$ cat config.mk
export PLATFORM = sky130hd
export DESIGN_NAME = fifo_stream_adapter
export DESIGN_NICKNAME = d
export VERILOG_FILES = /design/src/rtl/fifo_stream_adapter.sv
export SDC_FILE = /design/constraint.sdc
export NUM_CORES = 1
export LEC_CHECK = 0
export BUFFER_PORTS_ARGS = -buffer_cell sky130_fd_sc_hd__buf_2
export CAP_MARGIN = 10
export CORE_ASPECT_RATIO = 0.6
export CORE_UTILIZATION = 42
export CTS_CLUSTER_DIAMETER = 80
export CTS_CLUSTER_SIZE = 10
export DETAILED_ROUTE_END_ITERATION = 12
export GPL_TIMING_DRIVEN = 0
export PLACE_DENSITY = 0.64
export SLEW_MARGIN = 20
export SYNTH_ARGS = -nofsm -noshare
export SYNTH_HDL_FRONTEND = slang
export SYNTH_SLANG_ARGS = --single-unit
$ cat constraint.sdc
create_clock -name clk -period 1.6 [get_ports clk]
set_input_delay 0.16 -clock clk [delete_from_list [all_inputs] [get_ports clk]]
set_output_delay 0.16 -clock clk [all_outputs]
set_load 0.02 [all_outputs]
$ cat src/rtl/fifo_stream_adapter.sv
// FIFO read side to valid/ready stream adapter.
// A 2-entry skid buffer plus one tracked in-flight read keeps full throughput
// under backpressure; beats are framed into bursts of BURST_LEN with out_last.
module fifo_stream_adapter #(
  parameter int DATA_WIDTH = 128,
  parameter int BURST_LEN  = 8,
  localparam int IDX_W     = (BURST_LEN > 1) ? $clog2(BURST_LEN) : 1
) (
  input  logic                  clk,
  input  logic                  rst,
  input  logic                  en,
  input  logic [DATA_WIDTH-1:0] fifo_q,
  input  logic                  fifo_mty,
  output logic                  fifo_rd,
  output logic [DATA_WIDTH-1:0] out_data,
  output logic                  out_valid,
  input  logic                  out_ready,
  output logic                  out_last,
  output logic [IDX_W-1:0]      beat_idx
);

  // Encoding doubles as the buffer occupancy count.
  typedef enum logic [1:0] {EMPTY = 2'd0, ONE = 2'd1, TWO = 2'd2} state_e;

  state_e                         state_q, state_d;
  logic                           inflight_q;
  logic                           head_q, head_d;
  logic [1:0][DATA_WIDTH-1:0]     entry_q, entry_d;
  logic [IDX_W-1:0]               beat_q, beat_d;

  logic       pop, capture, tail, at_last;
  logic [2:0] occ;

  assign out_valid = (state_q != EMPTY);
  assign out_data  = entry_q[head_q];
  assign at_last   = (beat_q == IDX_W'(BURST_LEN - 1));
  assign out_last  = out_valid & at_last;
  assign beat_idx  = beat_q;

  assign pop     = out_valid & out_ready;
  assign capture = inflight_q;
  assign tail    = head_q ^ (state_q == ONE);
  assign occ     = {1'b0, state_q} + {2'b00, inflight_q};
  // A read may be issued into the slot freed by this cycle's pop.
  assign fifo_rd = !rst & en & !fifo_mty & (occ < (3'd2 + {2'b00, pop}));

  always_comb begin
    state_d = state_q;
    head_d  = head_q;
    entry_d = entry_q;
    beat_d  = beat_q;
    if (capture) entry_d[tail] = fifo_q;
    if (pop) begin
      head_d = ~head_q;
      beat_d = at_last ? '0 : beat_q + IDX_W'(1);
    end
    unique case (state_q)
      EMPTY:   if (capture) state_d = ONE;
      ONE: begin
        if (capture && !pop)      state_d = TWO;
        else if (pop && !capture) state_d = EMPTY;
      end
      TWO:     if (pop && !capture) state_d = ONE;
      default: state_d = EMPTY;
    endcase
  end

  always_ff @(posedge clk) begin
    if (rst) begin
      state_q    <= EMPTY;
      inflight_q <= 1'b0;
      head_q     <= 1'b0;
      entry_q    <= '0;
      beat_q     <= '0;
    end else begin
      state_q    <= state_d;
      inflight_q <= fifo_rd;
      head_q     <= head_d;
      entry_q    <= entry_d;
      beat_q     <= beat_d;
    end
  end

endmodule

Word-level counts from Yosys, hierarchy flattened
Index checks and enable logic that the tools add are counted.
Word-level totals
  memories kept: 0
  register bits: 263
  bits in writable memories: 0
  bits in read-only memories: 0
  latch bits: 0
  logic and storage cells: 47
Cells by class
  multiply operators: 0
  shift operators: 0
  reductions and logical operators: 10
  div/mod/pow operators: 0
  order comparisons: 4
  add/sub/neg operators: 3
  equality and inequality tests: 6
  multiplexer cells: 11
  bitwise logic cells: 7
Operators by type and width (count)
  128-bit two-way mux: 3
  256-bit bitwise mux: 1
  128-bit demux with 1-bit select: 1
  2-bit two-way mux: 4
  2-bit case mux with 3 select lines: 1
  1-bit AND: 5
  1-bit zero test: 4
  1-bit by 2-bit less-than comparator with 1-bit output, second input constant: 2
  2-bit != test, second input constant: 2
  2-bit by 1-bit adder with 3-bit output: 1
  2-bit by 1-bit adder with 3-bit output, first input constant: 1
  3-bit by 1-bit adder with 3-bit output, second input constant: 1
  3-bit equality test, second input constant: 1
  1-bit logical AND: 3
  3-bit less-than comparator: 1
  3-bit two-way mux: 1
  3-bit by 1-bit != test with 1-bit output, second input constant: 1
  3-bit AND reduction: 1
  2-bit by 1-bit equality test with 1-bit output, second input constant: 1
  2-bit equality test, second input constant: 1
  2-bit zero test: 1
  2-bit nonzero test: 1
  1-bit >= comparator, second input constant: 1
  1-bit NOT: 1
  1-bit bitwise XOR: 1

Longest topological paths before layout
  word-level depth: 7
  mapped depth: 6

Worst setup path after synthesis
No wires, ideal clock.
  kind: reg-to-output
  start point: reg head_q
  end point: out out_data[0]
  setup slack: 0.100 ns
  cell stages (with the launch flop): 5
  data required time: 1.440 ns
  arrival time: 1.340 ns
  buffers on the path: 3
  cells stage by stage: dfxtp_1 -> clkbuf_1 -> clkbuf_1 -> buf_2 -> mux2_2
On the way
  longest elaborated chain between the ends: 2
Ends and longest elaborated chain
  start, declared: RTL line 27  | logic head_q, head_d;
  start signal, assigned: RTL line 72  | head_q <= 1'b0;
  start signal, assigned: RTL line 78  | head_q <= head_d;
  128-bit two-way mux (implied by the code) (2 in a row): RTL line 35  | assign out_data = entry_q[head_q];
  end, declared: RTL line 15  | output logic [DATA_WIDTH-1:0] out_data,
No other way between the ends. The select of a mux whose other input is x is not followed.

Worst setup path in the final report
  start point: reg head_q
  end point: out out_data[79]
Same word-level chain as after synthesis.

==> metrics.csv <==
stage,metric,value,unit
status,outcome,finished with violations,
status,violations,setup timing,
cells_and_area,fin_util,0.646,
pwr,p_seq_frac,0.451,
place,portBuffers,265,
grt,grt_max_degree,15,
floorplanning,die_area,0.0304,mm^2
setup_path,worst-r2r-setup-slack,-110,ps
drt,vias_per_cell,4.79,
cells_and_area,seqCellArea,0.00528,mm^2
pwr,p_leak,8.33,nW
sta,hold_viol_final,0,
cells_and_area,area_delta_synth_final,49.8,%
drt,detail-route-antenna-nets,0,
cells_and_area,n_fill_cell,2252,
clocking,htree_levels,1,
grt,grt_usage,0.228,
cells_and_area,stdcell_area,0.0187,mm^2
sta,skew,7.78,ps
drt,vias,9782,
yosys,yosys-top-cells-count,"nand2b_1, dfxtp_1, mux2i_1",
setup_path,reg2reg_depth,9,
drt,dr_wl_met2,16.2,mm
yosys,synth_seq_cells,263,
drt,highest_layer,met4,
floorplanning,die_h,136,um
drt,wl_per_cell,18.1,um
sta,rsz0062_at_grt,true,
yosys,yosys-top-cells-area,"dfxtp_1, mux2i_1, nand2b_1",
yosys,synth_cell_type_count,28,
yosys,synthCells,1160,
sta,timing.final.ws_setup,-415,ps
yosys,synth_edf_count,0,
yosys,synth_top_area_frac,0.422,
sta,fmax,0.496,GHz
floorplanning,core,0.0289,mm^2
yosys,synth-main-ff-cell,dfxtp_1,
clocking,root_buffer,clkbuf_16,
yosys,syn_nets,1297,
sta,relSlewSlack,0.256,
sta,setup_viol,270,
clocking,clock-sinks,263,
floorplanning,rows,48,
cells_and_area,drive_gt1_frac,0.336,
drt,routed_wl,36.9,mm
sta,fin_setup_tns,-50170,ps
worst_hold_path,worstHoldPathType,input pin to flip-flop,
pwr,pwr-share-comb,0.153,
grt,grt_pass1_wl,54.6,mm
place,post-place-ws,-704,ps
sta,period_needed,2020,ps
job,maxCapViolCount,0,
cells_and_area,multi_input_area,0.00705,mm^2
pwr,power.switching,3.69,mW
setup_path,crit_arrival,1860,ps
setup_path,r2r_end,entry_q[153]$_SDFFE_PP0P_,
yosys,async_flop_share,0,
clocking,cts_buffers,30,
setup_path,critPathKind,flip-flop to output pin,
cells_and_area,fin_cells,2044,
pwr,power_density,807,mW/mm^2
place,post-place-cells,1825,
setup_path,cp-start-kind,flip-flop,
place,dp_hpwl,23.1,mm
clocking,cts_tree,yes,
pwr,swShare,0.245,
setup_path,cp-end-kind,output pin,
pwr,p_clk_frac,0.395,
grt,gr-total-overflow,0,
drt,met1_length,18.8,mm
sta,timing.final.crit_share,1.26,
floorplanning,start_util,0.431,
setup_path,worst-path-max-fanout,10,
drt,first_iter_violations,352,
floorplanning,die_w,225,um
worst_hold_path,min_to,beat_idx[2]$_SDFFE_PP0P_,
place,place_congestion,0.766,
yosys,yosys.area.top_type,dfxtp_1,
place,placed_area,0.0143,mm^2
worst_hold_path,whs_path_depth,3,
yosys,avgSynthCellArea,10.8,um^2
yosys,yosysWarnings,0,
cells_and_area,nets,1780,
grt,grt_pass1_vias,9861,
sta,drv_slew,0,
grt,antenna_found_initial,1,
yosys,synth.most_common_cell,nand2b_1,
yosys,ys_seq_area_frac,0.422,
floorplanning,ios,267,
yosys,syn_area,0.0125,mm^2
setup_path,r2r_start,state_q[0]$_SDFFE_PP0P_,
pwr,ir_drop,671,uV
pwr,internal-power,11.4,mW
clocking,cts.clk_slew.worst_paths,60,ps
drt,wl_met3,1.34,mm
sta,worst_slew_pin_slew,1120,ps
worst_hold_path,min_from,rst,
clocking,clock_latency,550,ps
setup_path,cp_data_required_time,1440,ps
drt,firstDrtPassIters,4,
clocking,clock_path_buffers,3,
drt,drc_errors,0,
-- critical path: stages, from the launching register on --
cell	delay, ps
dfxtp_4	410
clkbuf_16	200
buf_12	150
mux2_2	370
buf_2	170
-- through the flow --
| step | hold slack [ps] | power [mW] |
|---|---|---|
| floorplan | 336 | 7.95 |
| global placement | 448 | 8.50 |
| detailed placement | 452 | 8.52 |
| CTS | 385 | 15.0 |
| global route | 403 | 15.6 |
| finish | 332 | 15.1 |
-- per-layer routing --
metal | track usage | vias up
li1 | - | 4831
met1 | 0.331 | 4717
met2 | 0.356 | 188
met3 | 0.0347 | 46
met4 | 0.0454 | 0
met5 | 0 | -
-- worst max path at each step --
stage | from | end | slack [ps] | depth (start not counted)
6_report | head_q$_SDFFE_PP0P_ | out_data[79] | -420 | 4
5_1_grt | head_q$_SDFFE_PP0P_ | out_data[53] | -470 | 4
4_1_cts | head_q$_SDFFE_PP0P_ | out_data[98] | -430 | 4
3_5_place_dp | head_q$_SDFFE_PP0P_ | out_data[87] | -700 | 5
3_3_place_gp | head_q$_SDFFE_PP0P_ | out_data[87] | -670 | 5
2_1_floorplan | head_q$_SDFFE_PP0P_ | out_data[0] | 100 | 4
-- power groups by stage --
stage | Combinational, mW | Clock (mW) | Sequential [mW]
3_3_place_gp | 1.57 | 0 | 6.94
6_report | 2.31 | 5.96 | 6.81
3_5_place_dp | 1.58 | 0 | 6.94
2_1_floorplan | 1.03 | 0 | 6.92
5_1_grt | 2.45 | 6.38 | 6.82
4_1_cts | 2.10 | 6.13 | 6.80
-- final cells by class --
| type | instances | area share |
|---|---|---|
| inverters | 1 | 0.000201 |
| multi-input cells | 809 | 0.377 |
| repair buffers | 459 | 0.224 |
| flip-flops and latches | 263 | 0.283 |
| well taps | 400 | 0.0268 |
| clock inverters | 1 | 0.000469 |
| clock buffers | 31 | 0.0415 |
| plain buffers | 79 | 0.0470 |
| diodes | 1 | 0.000134 |
-- cell usage in the layout, fill, tap and decap left out, drive strengths merged --
cell type / instances
nand2: 3
nand2b: 387
and4b: 2
a32oi: 1
and2b: 1
nor2: 5
xor2: 1
o31ai: 1
or3b: 1
dfxtp: 263
mux2i: 262
or2: 1
and3b: 1
or3: 1
ha: 4
and2: 2
inv: 2
o21ai: 3
buf: 344
dlygate4sd3: 131
nor2b: 3
a21oi: 2
diode: 1
clkbuf: 94
mux2: 128
-- flip-flops by register name, indices dropped and copies added (netlist names) --
signal and count:
state_q 2, capture 1, beat_idx 3, head_q 1, entry_q 256
-- kinds of logic (layout without fill, tap and decap cells) --
family / after synthesis / in the layout / synth area share
fa+ha+maj: 4 / 4 / 0.00401
xor+xnor: 1 / 1 / 0.000702
buf+inv: 88 / 571 / 0.0395
other cells: 0 / 1 / 0
mux: 390 / 390 / 0.327
compound gates: 7 / 7 / 0.00331
simple gates: 407 / 407 / 0.204
flops: 263 / 263 / 0.422
-- repair_timing --
item	4_1_cts	5_1_grt
setup buffers	26	12
hold buffers	131	0
hold endpoints to repair	259	0
resized for setup	216	173
gates cloned	12	18
pin swaps	6	4
setup endpoints to repair	358	376
(Power assumes the default switching activity.)
